File: config.mk
export PLATFORM = sky130hd
export DESIGN_NAME = bcd_timekeeper_flat
export DESIGN_NICKNAME = d
export VERILOG_FILES = /design/src/rtl/bcd_timekeeper_if.sv /design/src/rtl/bcd_timekeeper.sv /design/src/flat_wrapper.sv
export SDC_FILE = /design/constraint.sdc
export NUM_CORES = 1
export LEC_CHECK = 0
export ABC_CLOCK_PERIOD_IN_PS = 4360
export BUFFER_PORTS_ARGS = -buffer_cell sky130_fd_sc_hd__buf_2
export CORE_MARGIN = 5
export CORE_UTILIZATION = 55
export CTS_CLUSTER_DIAMETER = 60
export DETAILED_ROUTE_END_ITERATION = 10
export PLACE_DENSITY = 0.71
export REMOVE_ABC_BUFFERS = 1
export SYNTH_ARGS = -nofsm -noshare
export SYNTH_HDL_FRONTEND = slang
export SYNTH_SLANG_ARGS = --single-unit
export TNS_END_PERCENT = 5
File: constraint.sdc
create_clock -name clk_6mhz -period 4.36 [get_ports clk_6mhz]
set_clock_uncertainty 0.1 [all_clocks]
set_input_delay 0.872 -clock clk_6mhz [delete_from_list [all_inputs] [get_ports clk_6mhz]]
set_output_delay 0.872 -clock clk_6mhz [all_outputs]
set_load 0.01 [all_outputs]
File: src/rtl/bcd_timekeeper_if.sv
// rtl/bcd_timekeeper_if.sv - control and display bundle for the time-of-day counter
interface bcd_timekeeper_if;
  logic       run;
  logic       mode_12h;
  logic [5:0] digit;
  logic       up;
  logic       down;
  logic [3:0] sec0;
  logic [3:0] sec1;
  logic [3:0] min0;
  logic [3:0] min1;
  logic [3:0] hrs0;
  logic [3:0] hrs1;
  logic       pm;
  logic       sec_tick;
  logic       day_tick;

  modport master (
    output run, mode_12h, digit, up, down,
    input  sec0, sec1, min0, min1, hrs0, hrs1, pm, sec_tick, day_tick
  );

  modport slave (
    input  run, mode_12h, digit, up, down,
    output sec0, sec1, min0, min1, hrs0, hrs1, pm, sec_tick, day_tick
  );
endinterface

File: src/rtl/bcd_timekeeper.sv
// rtl/bcd_timekeeper.sv - prescaled hh:mm:ss counter with field setting and 12/24-hour display
module bcd_timekeeper #(
  parameter  int DIV = 6000000,
  localparam int PW  = $clog2(DIV)
) (
  input  logic clk_6mhz,
  input  logic rst,
  bcd_timekeeper_if.slave bus
);

  logic [PW-1:0] pre;
  logic [3:0]    sec0_r, sec1_r, min0_r, min1_r;
  logic [4:0]    hr;
  logic          up_q, down_q;
  logic          sec_tick_r, day_tick_r;

  logic set_mode, up_e, down_e, adjust, tick, at_max;
  logic [4:0] hdisp;

  assign set_mode = (bus.digit != 6'd0);
  assign up_e     = bus.up & ~up_q;
  assign down_e   = bus.down & ~down_q;
  assign adjust   = $onehot(bus.digit) && (up_e ^ down_e);
  assign tick     = bus.run && !set_mode && (pre == PW'(DIV - 1));
  assign at_max   = (hr == 5'd23) && (min1_r == 4'd5) && (min0_r == 4'd9) &&
                    (sec1_r == 4'd5) && (sec0_r == 4'd9);

  function automatic logic [3:0] step(input logic [3:0] v, input logic [3:0] top,
                                      input logic inc);
    if (inc) return (v == top) ? 4'd0 : v + 4'd1;
    return (v == 4'd0) ? top : v - 4'd1;
  endfunction

  always_ff @(posedge clk_6mhz) begin
    if (rst) begin
      pre        <= '0;
      sec0_r     <= 4'd0;
      sec1_r     <= 4'd0;
      min0_r     <= 4'd0;
      min1_r     <= 4'd0;
      hr         <= 5'd0;
      up_q       <= 1'b0;
      down_q     <= 1'b0;
      sec_tick_r <= 1'b0;
      day_tick_r <= 1'b0;
    end else begin
      up_q       <= bus.up;
      down_q     <= bus.down;
      sec_tick_r <= 1'b0;
      day_tick_r <= 1'b0;

      // Holding pre at 0 in set mode gives a full period after release.
      if (set_mode)
        pre <= '0;
      else if (bus.run)
        pre <= (pre == PW'(DIV - 1)) ? '0 : pre + PW'(1);

      if (tick) begin
        sec_tick_r <= 1'b1;
        day_tick_r <= at_max;
        if (sec0_r != 4'd9) sec0_r <= sec0_r + 4'd1;
        else begin
          sec0_r <= 4'd0;
          if (sec1_r != 4'd5) sec1_r <= sec1_r + 4'd1;
          else begin
            sec1_r <= 4'd0;
            if (min0_r != 4'd9) min0_r <= min0_r + 4'd1;
            else begin
              min0_r <= 4'd0;
              if (min1_r != 4'd5) min1_r <= min1_r + 4'd1;
              else begin
                min1_r <= 4'd0;
                hr     <= (hr == 5'd23) ? 5'd0 : hr + 5'd1;
              end
            end
          end
        end
      end else if (adjust) begin
        case (bus.digit)
          6'b100000: sec0_r <= step(sec0_r, 4'd9, up_e);
          6'b010000: sec1_r <= step(sec1_r, 4'd5, up_e);
          6'b001000: min0_r <= step(min0_r, 4'd9, up_e);
          6'b000100: min1_r <= step(min1_r, 4'd5, up_e);
          6'b000010: hr <= up_e ? ((hr == 5'd23) ? 5'd0 : hr + 5'd1)
                                : ((hr == 5'd0) ? 5'd23 : hr - 5'd1);
          6'b000001: hr <= up_e ? ((hr >= 5'd14) ? hr - 5'd14 : hr + 5'd10)
                                : ((hr >= 5'd10) ? hr - 5'd10 : hr + 5'd14);
          default: ;
        endcase
      end
    end
  end

  always_comb begin
    hdisp = hr;
    if (bus.mode_12h) begin
      if (hr == 5'd0)       hdisp = 5'd12;
      else if (hr > 5'd12)  hdisp = hr - 5'd12;
    end
    if (hdisp >= 5'd20) begin
      bus.hrs1 = 4'd2;
      bus.hrs0 = 4'(hdisp - 5'd20);
    end else if (hdisp >= 5'd10) begin
      bus.hrs1 = 4'd1;
      bus.hrs0 = 4'(hdisp - 5'd10);
    end else begin
      bus.hrs1 = 4'd0;
      bus.hrs0 = 4'(hdisp);
    end
  end

  assign bus.pm       = (hr >= 5'd12);
  assign bus.sec0     = sec0_r;
  assign bus.sec1     = sec1_r;
  assign bus.min0     = min0_r;
  assign bus.min1     = min1_r;
  assign bus.sec_tick = sec_tick_r;
  assign bus.day_tick = day_tick_r;

endmodule

File: src/flat_wrapper.sv
// flat-port wrapper written by rule: the top's interface ports become plain ports
module bcd_timekeeper_flat 
#(
  parameter  int DIV = 6000000,
  localparam int PW  = $clog2(DIV)
)
  (clk_6mhz, rst, bus_run, bus_mode_12h, bus_digit, bus_up, bus_down, bus_sec0, bus_sec1, bus_min0, bus_min1, bus_hrs0, bus_hrs1, bus_pm, bus_sec_tick, bus_day_tick);
  bcd_timekeeper_if bus_i ();
  input  logic clk_6mhz;
  input  logic rst;
  input wire logic [$bits(bus_i.run)-1:0] bus_run;
  input wire logic [$bits(bus_i.mode_12h)-1:0] bus_mode_12h;
  input wire logic [$bits(bus_i.digit)-1:0] bus_digit;
  input wire logic [$bits(bus_i.up)-1:0] bus_up;
  input wire logic [$bits(bus_i.down)-1:0] bus_down;
  output wire logic [$bits(bus_i.sec0)-1:0] bus_sec0;
  output wire logic [$bits(bus_i.sec1)-1:0] bus_sec1;
  output wire logic [$bits(bus_i.min0)-1:0] bus_min0;
  output wire logic [$bits(bus_i.min1)-1:0] bus_min1;
  output wire logic [$bits(bus_i.hrs0)-1:0] bus_hrs0;
  output wire logic [$bits(bus_i.hrs1)-1:0] bus_hrs1;
  output wire logic [$bits(bus_i.pm)-1:0] bus_pm;
  output wire logic [$bits(bus_i.sec_tick)-1:0] bus_sec_tick;
  output wire logic [$bits(bus_i.day_tick)-1:0] bus_day_tick;
  assign bus_i.run = bus_run;
  assign bus_i.mode_12h = bus_mode_12h;
  assign bus_i.digit = bus_digit;
  assign bus_i.up = bus_up;
  assign bus_i.down = bus_down;
  assign bus_sec0 = bus_i.sec0;
  assign bus_sec1 = bus_i.sec1;
  assign bus_min0 = bus_i.min0;
  assign bus_min1 = bus_i.min1;
  assign bus_hrs0 = bus_i.hrs0;
  assign bus_hrs1 = bus_i.hrs1;
  assign bus_pm = bus_i.pm;
  assign bus_sec_tick = bus_i.sec_tick;
  assign bus_day_tick = bus_i.day_tick;
  bcd_timekeeper #(.DIV(DIV)) u_core (.clk_6mhz(clk_6mhz), .rst(rst), .bus(bus_i));
endmodule
**Word level (Yosys, flattened, before mapping)**

Index checks and enable logic that the tools add are counted.
W data, S select, Z words.

- Register bits: 48
- Input port bits: 12

- Order comparisons: 6
- Mux-type cells: 77
- Bitwise gates (word level): 6
- Equality and inequality tests: 21
- Add/subtract/negate cells: 23
- Reductions and logical operators: 27

Operators with widths:

| operator | number |
|---|---|
| $mux W4 | 41 |
| $mux W5 | 15 |
| $add A23 B1 Y23 const B | 1 |
| $eq A23 B23 Y1 const B | 1 |
| $mux W23 | 1 |
| $ge A5 B4 Y1 const B | 4 |
| $mux W1 | 19 |
| $add A4 B1 Y4 const B | 4 |
| $logic_not A4 Y1 | 4 |
| $sub A4 B1 Y4 const B | 4 |
| $sub A5 B4 Y5 const B | 3 |
| $add A5 B4 Y5 const B | 2 |
| $pmux W5 S2 | 1 |
| $reduce_bool A2 Y1 | 5 |
| $eq A4 B3 Y1 const B | 2 |
| $eq A4 B4 Y1 const B | 2 |
| $ne A2 B2 Y1 const B | 4 |
| $ne A4 B3 Y1 const B | 2 |
| $ne A4 B4 Y1 const B | 2 |
| $logic_and A1 B1 Y1 | 7 |
| $add A1 B1 Y2 | 3 |
| $add A3 B3 Y3 | 2 |
| $eq A6 B1 Y1 const B | 1 |
| $eq A6 B2 Y1 const B | 1 |
| other kinds (25) | 29 |

**Logic depth before layout (Yosys ltp)**

- Depth in word-level cells: 12
- Mapped depth: 10
- Mapped depth without buffers: 10

**Least setup slack after synthesis**

No wires, ideal clock.

- Path kind: input to register
- From: input bus_digit[0]
- To: register u_core.sec0_r[2] (netlist: u_core.bus.sec0[2])
- Arrival time: 3,126 ps
- Cell stages on the path: 10
- Path slack: 1,058 ps
- Path buffers: 0
- Setup time: 76 ps
- Data required time: 4,184 ps
- Cells stage by stage: inv_1 > ha_1 > fa_1 > ha_1 > xnor2_1 > nand3b_1 > nor3_1 > nor2_1 > a211o_1 > o22ai_1

- Longest elaborated chain between the ends: 7
- Elaborated cells on any way between the ends: 14
- Those cells by class: 3 x add/sub; 2 x eq/ne; 1 x mux; 8 x reduce/logical

Ends and longest elaborated chain:

| element | RTL line | text |
|---|---|---|
| start: declaration | flat_wrapper.sv:13 | `input wire logic [$bits(bus_i.digit)-1:0] bus_digit;` |
| $add A1 B1 Y2 (not written as such) | bcd_timekeeper.sv:23 | `assign adjust = $onehot(bus.digit) && (up_e ^ down_e);` |
| $add A3 B3 Y3 (not written as such) (2 in series) | bcd_timekeeper.sv:23 |  |
| $eq A3 B1 Y1 | bcd_timekeeper.sv:23 |  |
| $logic_and A1 B1 Y1 | bcd_timekeeper.sv:23 |  |
| $reduce_bool A2 Y1 (no source line) | n/a |  |
| $reduce_and A2 Y1 (no source line) | n/a |  |
| end signal: assignment | bcd_timekeeper.sv:61 | `if (sec0_r != 4'd9) sec0_r <= sec0_r + 4'd1;` |
| end signal: assignment | bcd_timekeeper.sv:80 | `6'b100000: sec0_r <= step(sec0_r, 4'd9, up_e);` |
| end: declaration | bcd_timekeeper.sv:12 | `logic [3:0] sec0_r, sec1_r, min0_r, min1_r;` |

Parallel ways exist; a longest one is shown, timed or not.
A chain may end at the register's enable or synchronous reset.

**Worst setup path after layout**

- From: register u_core.hr[2]
- To: output bus_hrs0[1]

- Longest elaborated chain between the ends: 7
- Elaborated cells on any way between the ends: 12
- Those cells by class: 3 x add/sub; 3 x order compare; 5 x mux; 1 x reduce/logical

Ends and longest elaborated chain:

| element | RTL line | text |
|---|---|---|
| start: declaration | bcd_timekeeper.sv:13 | `logic [4:0] hr;` |
| start signal: assignment | bcd_timekeeper.sv:73 | `hr <= (hr == 5'd23) ? 5'd0 : hr + 5'd1;` |
| start signal: assignment | bcd_timekeeper.sv:84 | `6'b000010: hr <= up_e ? ((hr == 5'd23) ? 5'd0 : hr + 5'd1)` |
| start signal: assignment | bcd_timekeeper.sv:86 | `6'b000001: hr <= up_e ? ((hr >= 5'd14) ? hr - 5'd14 : hr + 5'd10)` |
| $sub A5 B4 Y5 / $gt A5 B4 Y1 (equally long branches) | bcd_timekeeper.sv:98 | `else if (hr > 5'd12) hdisp = hr - 5'd12;` |
| $mux W5 | bcd_timekeeper.sv:98 |  |
| $mux W5 | bcd_timekeeper.sv:97 | `if (hr == 5'd0) hdisp = 5'd12;` |
| $mux W5 (*) | bcd_timekeeper.sv:96 | `if (bus.mode_12h) begin` |
| $ge A5 B4 Y1 / $sub A4 B4 Y4 (equally long branches) | bcd_timekeeper.sv:103, bcd_timekeeper.sv:105 |  |
| $mux W4 | bcd_timekeeper.sv:103 | `end else if (hdisp >= 5'd10) begin` |
| $mux W4 (*) | bcd_timekeeper.sv:100 | `if (hdisp >= 5'd20) begin` |
| end: declaration | flat_wrapper.sv:20 | `output wire logic [$bits(bus_i.hrs0)-1:0] bus_hrs0;` |

Mark *: on every way between the ends. The rest lies on a longest branch, timed or not.

==> summary by stage <==
Global routing
The overall routing resource usage is 20.2%. The number of antenna violations at the first check in global routing was 0. The global-route wire length before repair is 14.6 mm.

The pin count of the biggest net entering global routing is 31. The via count of the first global-routing pass is 3144. The global route total overflow is 0.

Setup path
On the worst path, the slowest cell contributes a delay of 0.64 ns. The reg-to-reg critical path startpoint is u_core.pre[0]. The setup slack on the worst flop-to-flop path is approximately 1.4 ns. On the critical path the largest part of the delay comes from compound AO/OA/AOI/OAI gates.

The worst reg2reg path endpoint is u_core.bus.min0[1]. The setup path with the least slack is of type register to output pin. The type of element capturing the critical path is an output pin.

The number of cells on the worst reg-to-reg path is 7. The kind of start point of the critical path is a register. The maximum fanout count along the critical path is 12. The data arrival time at the worst-slack endpoint is slightly above 3 ns. Walking the worst path, the cells encountered are inv_1 -> ha_1 -> nand2_1 -> a31oi_1 -> o31ai_1 -> nand3b_1 -> o21a_1 -> o211ai_1 -> buf_2. The highest-delay cell along the critical path is dfxtp_1.

The critical path data required time is 3.39 ns. Together, buffers and inverters on the worst path number 2.

Clocking
The clock tree buffer depth is 2. The clock latency of the later-clocked register in the worst-skew pair is 0.30 ns. After clock tree synthesis, the clock-pin slew on the worst setup and hold paths is 0.09 ns.

The cell sitting at the root of the clock tree is a clkbuf_8. CTS built an H-tree with a depth of 2. Clock tree synthesis inserted a total of 5 buffers. In this run, post-CTS repair resized a total of 0 instances. The CTS sink count is 48. TritonCTS built the clock tree. The hold-fix buffer count after cts is 0. The number of setup buffers added after CTS is 0.

Logic synthesis
The number of cells produced by synthesis is roughly 500. The synthesized area per cell is about 7.7 µm². The synthesized design contains 48 register bits. Among all flip-flop cells after synthesis, the most frequent one is dfxtp_1.

Of all flip-flops after synthesis, the portion carrying an async set or reset was 0%. The distinct cell type count after synthesis is 62. Summing the sequential cell areas from Yosys gives approximately a quarter of the chip area. The synthesized design contains 0 enable-type register cells. The synthesized cell area is 3800 µm². For this run, the number of Yosys warnings is 0.

STA
The final critical path takes up 92.1% of the cycle. The final critical delay including setup and external delays is approximately 4.0 ns. The upper clock frequency limit is 249 MHz. Setup violations remaining at the end of the flow were counted as 0. The final max-slew violation count is 0. Setup repair after global routing left no endpoint under its margin. In the final timing run, aggregate negative setup slack is 0 ns. The transition time of the tightest slew-check pin is 0.842 ns.

The worst slew slack as a fraction of its limit is 43.7%. The final number of hold-violating endpoints was 0.

Pwr
Across the VDD grid, the largest voltage drop is 0.163 mV. Sequential cells burn roughly 51% of the power. The power per unit of standard cell area is 209 nW/µm². The relative contribution of combinational cells to total power is between 10% and 20%.

The switching power of the nets is 213 µW. In this run, the clock network consumes between 30% and 40% of the power. The cell-internal power is 646 µW. The net switching fraction of the power is about 25%.

The reported leakage power is 0.00156 µW.

Placement
The wire-length estimate of the detail-placed layout is around 6.3 mm. The count of input and output buffers is 36. The final weighted congestion in routability-driven placement is around 0.82.

Min path
The worst min-delay path endpoint is u_core.pre[17]. The launch point of the worst hold path is u_core.pre[17]. The depth of the worst hold-timing path is 2.

The class of the worst hold path is register to register.

Layout
The library cells used most frequently in the layout, excluding fill and tap cells, are 53 x nor2_1, 48 x dfxtp_1, 45 x nand2_1. The signed area change from the synthesized netlist to the final layout is 8.04%. The final core utilization is 60.7%. The number of antenna diodes in the final layout is 0. The number of nets at the end of the flow is 557. Leaving out fill and tap cells, the most frequent cell in the layout is nor2_1.

The post-route netlist has a little under an eighth of its cells at a drive strength greater than 1.

Route
The total wirelength of the detailed-routed design is 8.84 mm. The detail route stage leaves a number of antenna-violating nets equal to 0. The per-cell routed wire length is 14.8 µm. For this block, the via count after detailed routing is approximately 3600. The first routing iteration left around 160 violations. The average vias per placed instance is 6.01. The detailed-router iteration count before antenna repair is 4. The number of design rule violations left after detail routing is 0.

Floorplan
The cell row count is 30. The number of top-level pins is 39. For this configuration, the core starts out at a cell density of 56.2%. The core area is just under 7000 µm². From bottom edge to top edge, the die measures between 90 and 100 µm. The die covers 8670 µm². The die is slightly above 90 µm wide.

Outcome
The flow ran to the end, and the final reports show no timing, DRC or antenna violations.

Job
Across the run, the number of max-cap violations was 0.
[power by group through the flow]
stage / logic [µW] / clock network (µW) / registers, µW
finish: 94.3 / 324 / 441
CTS: 94.0 / 330 / 441
detailed placement: 93.6 / 0 / 451
global route: 106 / 351 / 442
global placement: 91.3 / 0 / 451
floorplan: 60.6 / 0 / 451
[flip-flops by register name, summed over array words and instances (netlist names)]
signal / flops
u_core.bus.sec_tick: 1
u_core.bus.day_tick: 1
u_core.pre: 23
u_core.down_q: 1
u_core.bus.min0: 4
u_core.hr: 5
u_core.up_q: 1
u_core.bus.min1: 4
u_core.bus.sec0: 4
u_core.bus.sec1: 4
[synth_stat cells (7+ instances only)]
cell      instances  share of area [%]
nor2_1           53                5.2
dfxtp_1          48                 25
nand2_1          45                4.4
a21oi_1          30                4.0
ha_1             28                9.2
xor2_1           25                5.8
o21ai_0          23                3.0
clkbuf_1         22                2.2
nand3_1          21                2.8
inv_1            18                1.8
nor3_1           18                2.4
xnor2_1          15                3.5
and3_1           13                2.1
mux2i_1          11                2.9
a31oi_1           9                1.5
nor4_1            8                1.3
nand2b_1          7                1.2
nand4_1           7                1.2
nor2b_1           7                1.2
o211ai_1          7                1.4
[how the worst max path moves through the flow]
stage / start / endpoint / slack [ns] / cells after the start
after detailed placement: bus_digit[0] / u_core.bus.min1[1] / 0.57 / 11
after floorplan: bus_run / u_core.bus.min0[1] / 0.48 / 6
after CTS: u_core.hr[2] / bus_hrs0[1] / 0.40 / 9
final: u_core.hr[2] / bus_hrs0[1] / 0.34 / 9
after global routing: u_core.hr[2] / bus_hrs0[1] / 0.13 / 9
after global placement: bus_digit[0] / u_core.bus.min1[1] / 0.72 / 11
[metrics by stage]
step / power (µW) / hold slack, ns / std cells / setup WS, ns / cell area, µm²
2_1_floorplan: 512 / 0.372 / 468 / 0.482 / 3680
3_5_place_dp: 545 / 0.411 / 588 / 0.571 / 4000
6_report: 859 / 0.420 / 596 / 0.342 / 4100
4_1_cts: 865 / 0.434 / 596 / 0.397 / 4100
5_1_grt: 898 / 0.470 / 596 / 0.126 / 4100
3_3_place_gp: 543 / 0.395 / 588 / 0.720 / 4000
[cell families after synthesis]
logic type / count (synthesis) / share of synthesized area, %
simple gates: 207 / 27.8
compound gates: 109 / 18.6
flops: 48 / 25.3
buf+inv: 46 / 4.84
xor+xnor: 40 / 9.23
fa+ha+maj: 30 / 10.3
mux: 14 / 3.89
other cells: 1 / 0.0988
[routing by layer]
layer,global-route usage (%),share of wire (%)
met2,32.8,45
met1,28.4,50
met4,4.76,0.85
met5,0,0
met3,2.74,4.3
[layout make-up]
| class | instances | area (µm²) |
|---|---|---|
| Clock inverter | 2 | 35.0 |
| Inverter | 18 | 67.6 |
| Timing Repair Buffer | 40 | 210 |
| Clock buffer | 6 | 72.6 |
| Sequential cell | 48 | 961 |
| Multi-Input combinational cell | 402 | 2660 |
| Fill cell | 626 | 2650 |
| Tap cell | 80 | 100 |
[worst min-delay path, cell delays in order, from the launching register on]
cell	delay (ns)
dfxtp_1	0.35
xor2_1	0.07
nor2_1	0.07
(Power assumes the default switching activity.)
